**config.mk**
```make
export PLATFORM = sky130hd
export DESIGN_NAME = multicycle_main_control
export DESIGN_NICKNAME = d
export VERILOG_FILES = /design/src/rtl/mips_ctrl_pkg.sv /design/src/rtl/mc_output_decode.sv /design/src/rtl/multicycle_main_control.sv
export SDC_FILE = /design/constraint.sdc
export NUM_CORES = 1
export LEC_CHECK = 0
export ABC_AREA = 1
export CELL_PAD_IN_SITES_DETAIL_PLACEMENT = 1
export CELL_PAD_IN_SITES_GLOBAL_PLACEMENT = 1
export CORE_ASPECT_RATIO = 1.5
export CORE_UTILIZATION = 34
export DETAILED_ROUTE_END_ITERATION = 8
export PLACE_DENSITY_LB_ADDON = 0.1
export SLEW_MARGIN = 0
export SYNTH_ARGS = -nofsm -noshare
export SYNTH_HDL_FRONTEND = slang
export SYNTH_SLANG_ARGS = --single-unit
```
**constraint.sdc**
```tcl
create_clock -name clk -period 2.7 [get_ports clk]
set_clock_uncertainty 0.2 [all_clocks]
set_input_delay 0.675 -clock clk [delete_from_list [all_inputs] [get_ports clk]]
set_output_delay 0.675 -clock clk [all_outputs]
set_load 0.005 [all_outputs]
```
**src/rtl/mips_ctrl_pkg.sv**
```systemverilog
// Shared encodings for the multicycle MIPS main control: opcodes, FSM states,
// ALUOp codes and the packed control vector produced by the output decoder.
package mips_ctrl_pkg;

    localparam logic [5:0] OP_RTYPE = 6'b000000;
    localparam logic [5:0] OP_LW    = 6'b100011;
    localparam logic [5:0] OP_SW    = 6'b101011;
    localparam logic [5:0] OP_BEQ   = 6'b000100;
    localparam logic [5:0] OP_J     = 6'b000010;
    localparam logic [5:0] OP_ADDI  = 6'b001000;

    localparam logic [1:0] ALUOP_ADD   = 2'b00;
    localparam logic [1:0] ALUOP_SUB   = 2'b01;
    localparam logic [1:0] ALUOP_FUNCT = 2'b10;

    typedef enum logic [3:0] {
        FETCH  = 4'd0,
        DECODE = 4'd1,
        MEMADR = 4'd2,
        MEMRD  = 4'd3,
        MEMWB  = 4'd4,
        MEMWR  = 4'd5,
        EXEC   = 4'd6,
        ALUWB  = 4'd7,
        ADDIWB = 4'd8,
        BRANCH = 4'd9,
        JUMP   = 4'd10
    } state_e;

    // Raw per-state controls before mem_ready gating and reset forcing.
    typedef struct packed {
        logic       pc_write;
        logic       pc_write_cond;
        logic       i_or_d;
        logic       mem_read;
        logic       mem_write;
        logic       ir_write;
        logic       mem_to_reg;
        logic       reg_dst;
        logic       reg_write;
        logic       alu_src_a;
        logic [1:0] alu_src_b;
        logic [1:0] alu_op;
        logic [1:0] pc_source;
        logic       instr_done;
    } ctrl_t;

endpackage

```
**src/rtl/mc_output_decode.sv**
```systemverilog
// Moore output table: maps the current state to its raw control vector.
module mc_output_decode
    import mips_ctrl_pkg::*;
(
    input  state_e state,
    output ctrl_t  ctrl
);

    // Every field defaults to 0; each state only sets what it drives.
    always_comb begin
        ctrl = '0;
        case (state)
            FETCH: begin
                ctrl.mem_read  = 1'b1;
                ctrl.alu_src_b = 2'b01;
                ctrl.alu_op    = ALUOP_ADD;
                ctrl.ir_write  = 1'b1;
                ctrl.pc_write  = 1'b1;
            end
            DECODE: begin
                ctrl.alu_src_b = 2'b11;
                ctrl.alu_op    = ALUOP_ADD;
            end
            MEMADR: begin
                ctrl.alu_src_a = 1'b1;
                ctrl.alu_src_b = 2'b10;
                ctrl.alu_op    = ALUOP_ADD;
            end
            MEMRD: begin
                ctrl.mem_read = 1'b1;
                ctrl.i_or_d   = 1'b1;
            end
            MEMWB: begin
                ctrl.mem_to_reg = 1'b1;
                ctrl.reg_write  = 1'b1;
                ctrl.instr_done = 1'b1;
            end
            MEMWR: begin
                ctrl.mem_write = 1'b1;
                ctrl.i_or_d    = 1'b1;
            end
            EXEC: begin
                ctrl.alu_src_a = 1'b1;
                ctrl.alu_src_b = 2'b00;
                ctrl.alu_op    = ALUOP_FUNCT;
            end
            ALUWB: begin
                ctrl.reg_dst    = 1'b1;
                ctrl.reg_write  = 1'b1;
                ctrl.instr_done = 1'b1;
            end
            ADDIWB: begin
                ctrl.reg_write  = 1'b1;
                ctrl.instr_done = 1'b1;
            end
            BRANCH: begin
                ctrl.alu_src_a     = 1'b1;
                ctrl.alu_src_b     = 2'b00;
                ctrl.alu_op        = ALUOP_SUB;
                ctrl.pc_source     = 2'b01;
                ctrl.pc_write_cond = 1'b1;
                ctrl.instr_done    = 1'b1;
            end
            JUMP: begin
                ctrl.pc_source  = 2'b10;
                ctrl.pc_write   = 1'b1;
                ctrl.instr_done = 1'b1;
            end
            default: ctrl = '0;
        endcase
    end

endmodule

```
**src/rtl/multicycle_main_control.sv**
```systemverilog
// Multicycle MIPS main control: state register, next-state logic,
// mem_ready gating, reset forcing of strobes and retired-instruction counter.
//
// state  | meaning
// FETCH  | read instruction at PC, PC+4 (IR/PC load when mem_ready)
// DECODE | register read, branch target calc, dispatch on opcode
// MEMADR | effective address / addi sum
// MEMRD  | load data read, held until mem_ready
// MEMWB  | load data written to rt
// MEMWR  | store write, held until mem_ready (retires on ready)
// EXEC   | R-type ALU operation
// ALUWB  | R-type result written to rd
// ADDIWB | addi result written to rt
// BRANCH | beq compare, conditional PC load
// JUMP   | PC load from jump target
module multicycle_main_control
    import mips_ctrl_pkg::*;
#(
    parameter int CNT_W = 32
) (
    input  logic             clk,
    input  logic             reset,
    input  logic [5:0]       opcode,
    input  logic             mem_ready,
    output logic             PCWrite,
    output logic             PCWriteCond,
    output logic             IorD,
    output logic             MemRead,
    output logic             MemWrite,
    output logic             IRWrite,
    output logic             MemtoReg,
    output logic             RegDst,
    output logic             RegWrite,
    output logic             ALUSrcA,
    output logic [1:0]       ALUSrcB,
    output logic [1:0]       ALUOp_sig,
    output logic [1:0]       PCSource,
    output logic             illegal_op,
    output logic             instr_done,
    output logic [CNT_W-1:0] retired
);

    state_e           state_q, state_d;
    logic [CNT_W-1:0] retired_q, retired_d;
    ctrl_t            ctrl;
    logic             illegal_raw;
    logic             done_raw;
    logic             fetch_gate;

    mc_output_decode u_output_decode (
        .state (state_q),
        .ctrl  (ctrl)
    );

    // Next-state selection; the IR holds the opcode stable after FETCH.
    always_comb begin
        state_d     = state_q;
        illegal_raw = 1'b0;
        case (state_q)
            FETCH:  if (mem_ready) state_d = DECODE;
            DECODE: begin
                case (opcode)
                    OP_LW, OP_SW, OP_ADDI: state_d = MEMADR;
                    OP_RTYPE:              state_d = EXEC;
                    OP_BEQ:                state_d = BRANCH;
                    OP_J:                  state_d = JUMP;
                    default: begin
                        state_d     = FETCH;
                        illegal_raw = 1'b1;
                    end
                endcase
            end
            MEMADR: begin
                case (opcode)
                    OP_LW:   state_d = MEMRD;
                    OP_SW:   state_d = MEMWR;
                    OP_ADDI: state_d = ADDIWB;
                    default: state_d = FETCH;
                endcase
            end
            MEMRD:  if (mem_ready) state_d = MEMWB;
            MEMWR:  if (mem_ready) state_d = FETCH;
            EXEC:   state_d = ALUWB;
            MEMWB, ALUWB, ADDIWB, BRANCH, JUMP: state_d = FETCH;
            default: state_d = FETCH;
        endcase
    end

    // A store retires on the cycle memory accepts it; FETCH loads wait for ready.
    always_comb begin
        done_raw   = ctrl.instr_done | ((state_q == MEMWR) & mem_ready);
        fetch_gate = (state_q != FETCH) | mem_ready;
        retired_d  = done_raw ? retired_q + CNT_W'(1) : retired_q;
    end

    // State and counter registers; reset aborts any instruction in flight.
    always_ff @(posedge clk or posedge reset) begin
        if (reset) begin
            state_q   <= FETCH;
            retired_q <= '0;
        end else begin
            state_q   <= state_d;
            retired_q <= retired_d;
        end
    end

    // Strobes are forced low while reset is high; selects already show FETCH.
    assign PCWrite     = ~reset & ctrl.pc_write & fetch_gate;
    assign IRWrite     = ~reset & ctrl.ir_write & fetch_gate;
    assign PCWriteCond = ~reset & ctrl.pc_write_cond;
    assign MemRead     = ~reset & ctrl.mem_read;
    assign MemWrite    = ~reset & ctrl.mem_write;
    assign RegWrite    = ~reset & ctrl.reg_write;
    assign illegal_op  = ~reset & illegal_raw;
    assign instr_done  = ~reset & done_raw;
    assign IorD        = ctrl.i_or_d;
    assign MemtoReg    = ctrl.mem_to_reg;
    assign RegDst      = ctrl.reg_dst;
    assign ALUSrcA     = ctrl.alu_src_a;
    assign ALUSrcB     = ctrl.alu_src_b;
    assign ALUOp_sig   = ctrl.alu_op;
    assign PCSource    = ctrl.pc_source;
    assign retired     = retired_q;

endmodule

```
==> results by group, run 1 <==
Status
  – Status: completed

Synth
  – Syn nets: 448
  – Netlist cell types: 25
  – Register area share after synthesis: 0.3422
  – Mapped Cells: 438
  – Mapped cell area: 2633 µm²
  – Flop and latch count out of synthesis: 36
  – Synth top area share: 0.3422
  – Cell taking the most area after synthesis: dfrtp_1
  – Synth top area cells: dfrtp_1 34%, nand2_1 28%, nor2_1 11%, inv_1 6.1%, nand3_1 4.8%
  – Yosys warning count: 0
  – Avg Cell Area, Syn: 6.010 µm²

Placed design
  – Dpl cells: 603
  – PortBufs: 58
  – Place WS: -0.5595 ns
  – Placed Area: 3391 µm²
  – RD Place Congestion: 0.8403
  – HPWL after DPL: 6827 µm

Routing
  – Via Count: 2935
  – DRC viols: 0
  – First-iteration detailed-routing DRC count: 81
  – WL/cell: 14.23 µm
  – Final WL: 8707 µm
  – Vias per cell: 4.796
  – Post-route ant nets: 0
  – Drt pass-1 iters: 4

CTS
  – Clock Tree Buf Depth: 2
  – H-tree Lvls: 2
  – CTS tree: done
  – Clk slew on worst S/H paths: 0.07 ns
  – Root Buffer: clkbuf_8
  – Clk_lat worst skew: 0.29 ns
  – TritonCTS Buffers: 5
  – TritonCTS Sinks: 36
  – Post-CTS Hold Buffers: 0

STA
  – Relative slew slack: 0.6670
  – Tightest Pin Transition: 0.4995 ns
  – Hold Vio Cnt, Final: 0
  – Worst hold margin: 0.3558 ns
  – Final Cycle Share: 0.9690
  – Slew Limit Fails: 0
  – Final setup viols: 0
  – Max Freq: 0.3822 GHz
  – Final WS setup: 0.08379 ns
  – RSZ-0062 raised after global routing: false
  – Fin crit period: 2.616 ns

Cells and area
  – Post-route cell area: 3550 µm²
  – Antenna cells: 0
  – Share of cells above drive strength 1: 0.09375
  – Post-route insts no fill: 612
  – Nets: 521
  – Synth-to-layout area growth: 34.84%

Setup path
  – CP Launch Point: state_q[3]
  – Worst-path fanout max: 5
  – CP Data Required Time: 1.82 ns
  – Worst Path Buf+Inv: 2
  – R2r setup slk: 0.62 ns
  – CP endpoint kind: output pin
  – Reg-to-Reg Start: retired[0]
  – Critical-path cell list: inv_1, nand2_1, nor2_1, clkdlybuf4s50_1
  – CP delay by family, top: buffers and inverters
  – Worst path max stage delay: 0.54 ns
  – Worst EP arrival: 1.74 ns
  – Crit path kind: reg -> out
  – Startpoint type of the worst setup path: flip-flop
  – Slowest CP cell: clkdlybuf4s50_1

Floorplanning
  – Die Span X: 73.85 µm
  – Die area: 8106 µm²
  – Die height: 109.8 µm
  – Starting Density: 0.3572
  – Core area: 7370 µm²
  – Cell row count: 38
  – Ports: 59

Job
  – Max cap viols: 0

Global route
  – Antenna violations before repair: 0
  – Vias in the first global route: 3118
  – Largest net degree at the start of global routing: 37
  – Overall routing resource usage: 0.2351
  – Total grt overflow: 0
  – First-pass GRT wire length: 14360 µm

Min path
  – Worst Hold Class: reg -> reg
  – Hold Startpoint: retired[31]

Power
  – Static Leak: 1.739 nW
  – VDD IR-drop max: 249.8 µV
  – PwrDens: 435.7 nW/µm²
## cells in the final DEF, fill, tap and decap left out, types with 2 or more instances in the layout
cell,instances
nand3b_1,2
xor2_1,12
inv_1,40
clkbuf_8,6
o21ai_1,5
dfrtp_1,33
clkbuf_1,2
nand4_1,2
clkdlybuf4s50_1,42
nor2_4,5
nand3_1,24
dfrtp_2,3
nand2_1,197
nor2_2,4
nand2_2,4
dlymetal6s2s_1,8
dlygate4sd2_1,7
buf_4,14
inv_2,4
o21ai_0,10
nor2_1,74
nor3_1,2
## final cells by class
| class | count | area (µm²) |
|---|---|---|
| multi-input combinational | 351 | 1560 |
| tap | 100 | 125.1 |
| fill | 1005 | 3820 |
| sequential | 36 | 904.6 |
| inverter | 45 | 171.4 |
| timing repair buffer | 72 | 698.2 |
| clock buffer | 8 | 90.09 |
## worst min-delay path: cells and delay by family, from the launching register on
| kind | cells | cell delay, ns |
|---|---|---|
| DFF | 1 | 0.40 |
| and+or+nand+nor | 2 | 0.13 |
## per-layer routing
metal	share of wire	GRT usage
met1	0.39	0.2437
met2	0.56	0.4640
met3	0.032	0.03850
met4	0.018	0.07555
met5	0	0
## path summary, 6_finish.rpt
path | depth (start not counted) | to
setup / recovery | 4 | ALUOp_sig[1]
hold / removal | 2 | retired[31]
setup reg to reg | 10 | retired[30]
hold reg to reg | 2 | retired[31]
max in group asynchronous | 4 | state_q[3]
min in group asynchronous | 4 | retired[3]
## stage by stage
| stage | power, mW | setup TNS, ns | utilization |
|---|---|---|---|
| after global placement | 1.129 | -1.106 | 0.4601 |
| after floorplan | 0.9137 | 0 | - |
| after global routing | 1.642 | 0 | 0.4817 |
| after CTS | 1.558 | -0.1460 | 0.4756 |
| after detailed placement | 1.145 | -1.266 | 0.4601 |
| final | 1.547 | 0 | 0.4817 |
## synthesized netlist by cell type
cell type	n
and2_1	1
ha_1	1
o22ai_1	1
buf_6	2
xor2_1	12
o21ai_0	11
inv_4	1
nand2_8	1
buf_2	3
nor3_1	3
nor2_1	79
inv_2	1
nand2_1	198
inv_1	43
buf_4	1
nand3_1	25
nor2_2	1
o21ai_1	5
a21oi_1	2
dfrtp_1	36
nand3b_1	2
nor2_4	3
xnor2_1	1
nand2_2	3
nand4_1	2
## power breakdown
group / internal (mW) / leakage [nW] / total, mW / switching, mW
Sequential: 0.585 / 0.487 / 0.669 / 0.0840
Combinational: 0.213 / 1.21 / 0.470 / 0.257
Clock: 0.208 / 0.0455 / 0.408 / 0.199
Total: 1.01 / 1.74 / 1.55 / 0.540
## repair_timing
action                                  4_1_cts  5_1_grt
pin swaps                                     0        4
setup buffers                                 1        0
cloned                                        0        0
endpoints found under the setup margin        9        6
endpoints found under the hold margin         0        0
resized for setup                            19       20
## cells by family after synthesis
group / synth area share
AO/OA/AOI/OAI: 0.03660
XOR/XNOR: 0.04325
adder cells (fa/ha/maj): 0.004752
buffers and inverters: 0.08222
flip-flops: 0.3422
AND/OR/NAND/NOR: 0.4910
## registers in the layout, indices dropped and copies added (netlist names)
register  count
retired      32
state_q       4
(Power assumes the default switching activity.)
==> run 2, diff against run 1 <==
Settings changed: CELL_PAD_IN_SITES_DETAIL_PLACEMENT 1 to 0.
==> run 2 against run 1 <==
Power hardly changed. Worst setup slack improved by 0.0016 ns. Global-route usage is 2.0 points lower. Via count decreased by 3.5%. Sequential cell count did not move. Non-clock buffer count unchanged. Worst hold slack got worse by 0.012 ns. First-iteration DRC count increased by 17%. Critical path depth increased by 3. Largest cell class unchanged.
==> results by group, run 2 (synthesized netlist as in run 1, its figures left out) <==
Status
  – Status: completed

Min path
  – Hold Path Sink: retired[31]
  – Worst Hold Class: reg -> reg
  – Hold Startpoint: retired[31]
  – Hold path cells: 2

Setup path
  – Critical-path cell list: dlygate4sd2_1, nor2_1, and2_4, o21ai_4, nand2_2, nor3_2, clkdlybuf4s15_2
  – FF-to-FF End: retired[30]
  – Slowest CP cell: dlygate4sd2_1
  – CP delay by family, top: buffers and inverters
  – Worst R2R Path Depth: 10
  – R2r setup slk: 0.66 ns
  – Startpoint type of the worst setup path: input port
  – Worst EP arrival: 1.74 ns
  – CP endpoint kind: output pin
  – CP Data Required Time: 1.82 ns
  – Worst-path fanout max: 3
  – Reg-to-Reg Start: retired[0]
  – Worst Path Buf+Inv: 2
  – Worst path max stage delay: 0.24 ns
  – Crit path kind: in -> out

Placed design
  – HPWL after DPL: 6062 µm
  – RD Place Congestion: 0.8403
  – PortBufs: 58
  – Place WS: -0.5561 ns
  – Placed Area: 3391 µm²
  – Dpl cells: 603

STA
  – Slew Limit Fails: 0
  – Final Cycle Share: 0.9684
  – Hold Vio Cnt, Final: 0
  – Final WS setup: 0.08544 ns
  – Tightest Pin Transition: 0.4880 ns
  – Final setup viols: 0
  – Fin crit period: 2.615 ns
  – Worst hold margin: 0.3436 ns
  – Relative slew slack: 0.6747
  – Max Freq: 0.3825 GHz

Global route
  – Overall routing resource usage: 0.2153
  – Largest net degree at the start of global routing: 37
  – First-pass GRT wire length: 13120 µm
  – Total grt overflow: 0
  – Vias in the first global route: 2794
  – Antenna violations before repair: 0

Floorplanning
  – Cell row count: 38
  – Die Span X: 73.85 µm
  – Die height: 109.8 µm
  – Die area: 8106 µm²
  – Ports: 59
  – Core area: 7370 µm²
  – Starting Density: 0.3572

CTS
  – Root Buffer: clkbuf_8
  – Clk slew on worst S/H paths: 0.07 ns
  – TritonCTS Buffers: 5
  – CTS tree: done
  – H-tree Lvls: 2
  – TritonCTS Sinks: 36
  – Post-CTS Hold Buffers: 0
  – Clock Tree Buf Depth: 2
  – Clk_lat worst skew: 0.29 ns

Routing
  – First-iteration detailed-routing DRC count: 95
  – Post-route ant nets: 0
  – Via Count: 2832
  – Vias per cell: 4.635
  – Final WL: 7812 µm
  – Drt pass-1 iters: 4
  – WL/cell: 12.79 µm
  – DRC viols: 0

Cells and area
  – Post-route insts no fill: 611
  – Share of cells above drive strength 1: 0.09002
  – Commonest non-fill, non-tap cells in the layout: 196 x nand2_1, 75 x nor2_1, 44 x clkdlybuf4s50_1
  – Core Util, Final: 0.4805
  – Antenna cells: 0
  – Post-route cell area: 3541 µm²
  – Synth-to-layout area growth: 34.51%
  – Nets: 521
  – Max FFs per register: 32
  – Most common cell after layout, fill and taps aside: nand2_1

Power
  – Static Leak: 1.707 nW
  – PwrDens: 437.2 nW/µm²
  – VDD IR-drop max: 292.4 µV

Job
  – Max cap viols: 0
run 2: timing repair:
item | CTS | global route
endpoints found under the setup margin | 8 | 5
resized for setup | 18 | 18
buffers inserted | 1 | 0
pin swaps | 0 | 3
run 2: layout make-up:
class	count	area, µm²
Timing Repair Buffer	72	685.7
Sequential cell	36	903.4
Inverter	45	171.4
Tap cell	100	125.1
Multi-Input combinational cell	351	1559
Clock buffer	7	96.34
Fill cell	809	3829
run 2: power breakdown:
group	switching, mW	internal, mW
Clock	0.194	0.227
Combinational	0.247	0.212
Sequential	0.0827	0.585
Total	0.524	1.02
run 2: metrics by stage:
step,setup TNS (ns),power (mW)
global placement,-1.106,1.129
floorplan,0,0.9137
finish,0,1.548
CTS,-0.1211,1.565
detailed placement,-1.243,1.134
global route,-0.006903,1.649
run 2: metal layers:
layer	share of wire	routed length (µm)	vias to the layer above	GRT usage
li1	-	-	1479	-
met3	0.036	278	13	0.03666
met2	0.55	4273	55	0.4089
met5	0	0	-	0
met4	0.025	199	0	0.07830
met1	0.39	3061	1285	0.2325
run 2: how the worst max path moves through the flow:
stage,cells past startpoint,startpoint,end
after detailed placement,7,opcode[0],illegal_op
after global placement,7,opcode[0],illegal_op
after CTS,7,opcode[4],illegal_op
final,7,opcode[0],illegal_op
after global routing,7,opcode[0],illegal_op
after floorplan,3,reset,PCWrite
run 2: worst register-to-register path: stages (launching register included):
cell and delay [ns]:
dfrtp_1 0.49, ha_1 0.33, nand2_1 0.08, nor2_1 0.09, nand2_1 0.15, nor2_1 0.30
nand2_1 0.09, nand2_1 0.06, nand2_1 0.04, nand2_1 0.05, nand2_1 0.05
==> run 3, diff against run 2 <==
Settings changed: PLACE_DENSITY_LB_ADDON 0.1 to 0.08.
==> run 3 against run 2 <==
Sequential share of layout area about the same. Combinational power about the same. Cell area about the same. Routed wire length down 0.45%. Power down 0.55%. Critical path type unchanged. Die area unchanged. Global-route usage down 0.59 points. Register-to-register slack about the same.
==> results by group, run 3 (synthesized netlist as in run 1, its figures left out) <==
STA
  – Slew Limit Fails: 0
  – Final setup viols: 0
  – Final WS setup: 0.006913 ns
  – Max Freq: 0.3713 GHz
  – Relative slew slack: 0.6745
  – Tightest Pin Transition: 0.4882 ns
  – RSZ-0062 raised after global routing: true
  – Fin crit period: 2.693 ns
  – Hold Vio Cnt, Final: 0
  – Final Cycle Share: 0.9974

Cells and area
  – # fillers: 822
  – Post-route insts no fill: 614
  – Antenna cells: 0
  – Post-route cell area: 3543 µm²
  – Max FFs per register: 32
  – Core Util, Final: 0.4808
  – Commonest non-fill, non-tap cells in the layout: 196 x nand2_1, 77 x nor2_1, 46 x clkdlybuf4s50_1
  – Synth-to-layout area growth: 34.60%
  – Share of cells above drive strength 1: 0.09144
  – Most common cell after layout, fill and taps aside: nand2_1
  – Nets: 523

Floorplanning
  – Starting Density: 0.3572
  – Core area: 7370 µm²
  – Die height: 109.8 µm
  – Die Span X: 73.85 µm
  – Cell row count: 38
  – Die area: 8106 µm²
  – Ports: 59

Setup path
  – CP Launch Point: opcode[0]
  – Worst path max stage delay: 0.41 ns
  – Slowest CP cell: clkdlybuf4s50_1
  – FF-to-FF End: retired[30]
  – Reg-to-Reg Start: retired[0]
  – CP Data Required Time: 1.82 ns
  – Worst R2R Path Depth: 10
  – Startpoint type of the worst setup path: input port
  – Worst path most repeated cell: nor3_2
  – Critical-path cell list: clkdlybuf4s50_1, buf_4, nor3_2, nand3_1, nand2_2, nor3_2, buf_2
  – Worst EP arrival: 1.82 ns
  – Crit path kind: in -> out
  – Worst-path fanout max: 2
  – Worst setup path endpoint: illegal_op
  – R2r setup slk: 0.67 ns
  – CP endpoint kind: output pin

Routing
  – Vias per cell: 4.578
  – WL/cell: 12.67 µm
  – Via Count: 2811
  – Final WL: 7777 µm
  – Post-route ant nets: 0
  – Drt pass-1 iters: 4
  – First-iteration detailed-routing DRC count: 90
  – DRC viols: 0

CTS
  – Clk_lat worst skew: 0.30 ns
  – Post-CTS Hold Buffers: 0
  – Root Buffer: clkbuf_8
  – TritonCTS Sinks: 36
  – H-tree Lvls: 2
  – Clk slew on worst S/H paths: 0.08 ns
  – CTS tree: done
  – TritonCTS Buffers: 5
  – Clock Tree Buf Depth: 2

Global route
  – First-pass GRT wire length: 12590 µm
  – Overall routing resource usage: 0.2094
  – Vias in the first global route: 2704
  – Antenna violations before repair: 0
  – M3 GR Usage: 0.04125
  – Total grt overflow: 0
  – Met1 usage: 0.2160
  – GR peak layer: met2
  – Largest net degree at the start of global routing: 37
  – GR Layer Usage met2: 0.4037

Placed design
  – HPWL after DPL: 6013 µm
  – RD Place Congestion: 0.8593
  – PortBufs: 58
  – Place WS: -0.5207 ns
  – Dpl cells: 604
  – Placed Area: 3398 µm²

Min path
  – Hold path cells: 2
  – Worst Hold Class: reg -> reg

Power
  – Final Power: 1.540 mW
  – Static Leak: 1.706 nW
  – PwrDens: 434.5 nW/µm²
  – VDD IR-drop max: 293.8 µV

Status
  – Status: completed

Job
  – Max cap viols: 0
-- run 3: cell count changes in the layout (fill, tap and decap cells not counted), sizes merged --
cell / change
clkdlybuf4s15: -1
buf: +3
clkdlybuf4s50: +2
dlymetal6s2s: -1
-- run 3: routing by layer --
layer / vias to the layer above / routed length, µm
li1: 1481 / -
met5: - / 0
met2: 43 / 4294
met1: 1276 / 3050
met4: 0 / 187
met3: 11 / 245
-- run 3: metrics by stage --
| stage | hold WS [ns] | setup TNS [ns] |
|---|---|---|
| global placement | 0.3240 | -1.145 |
| finish | 0.3434 | 0 |
| detailed placement | 0.3222 | -1.293 |
| floorplan | 0.3126 | 0 |
| global route | 0.3818 | -0.05612 |
| CTS | 0.3489 | -0.1114 |
-- run 3: timing repair --
item                       in CTS  in global routing
setup buffers                   1                  1
setup endpoints to repair       8                  5
gates resized for setup        20                 12
pin swaps                       0                  2
gates cloned                    0                  0
-- run 3: layout make-up --
type,instances,area (µm²),share of cell area
flip-flops and latches,36,904.6,0.2553
repair buffers,74,696.9,0.1967
clock buffers,8,90.09,0.02542
multi-input cells,351,1555,0.4389
well taps,100,125.1,0.03531
inverters,45,171.4,0.04838
-- run 3: where the power goes --
part / internal [mW] / switching [mW] / total [mW]
registers: 0.586 / 0.0826 / 0.669
clock network: 0.208 / 0.201 / 0.410
logic: 0.211 / 0.250 / 0.461
-- run 3: worst min-delay path by stage --
stage,from,endpoint,slack (ns)
after detailed placement,retired[31],retired[31],0.32
after CTS,retired[31],retired[31],0.35
after global placement,retired[31],retired[31],0.32
after floorplan,retired[19],retired[19],0.31
after global routing,retired[31],retired[31],0.38
final,retired[31],retired[31],0.34
-- run 3: worst max-delay path: cells and delay by family --
family                 cells  cell delay [ns]
AND/OR/NAND/NOR            4             0.46
buffers and inverters      3             0.67
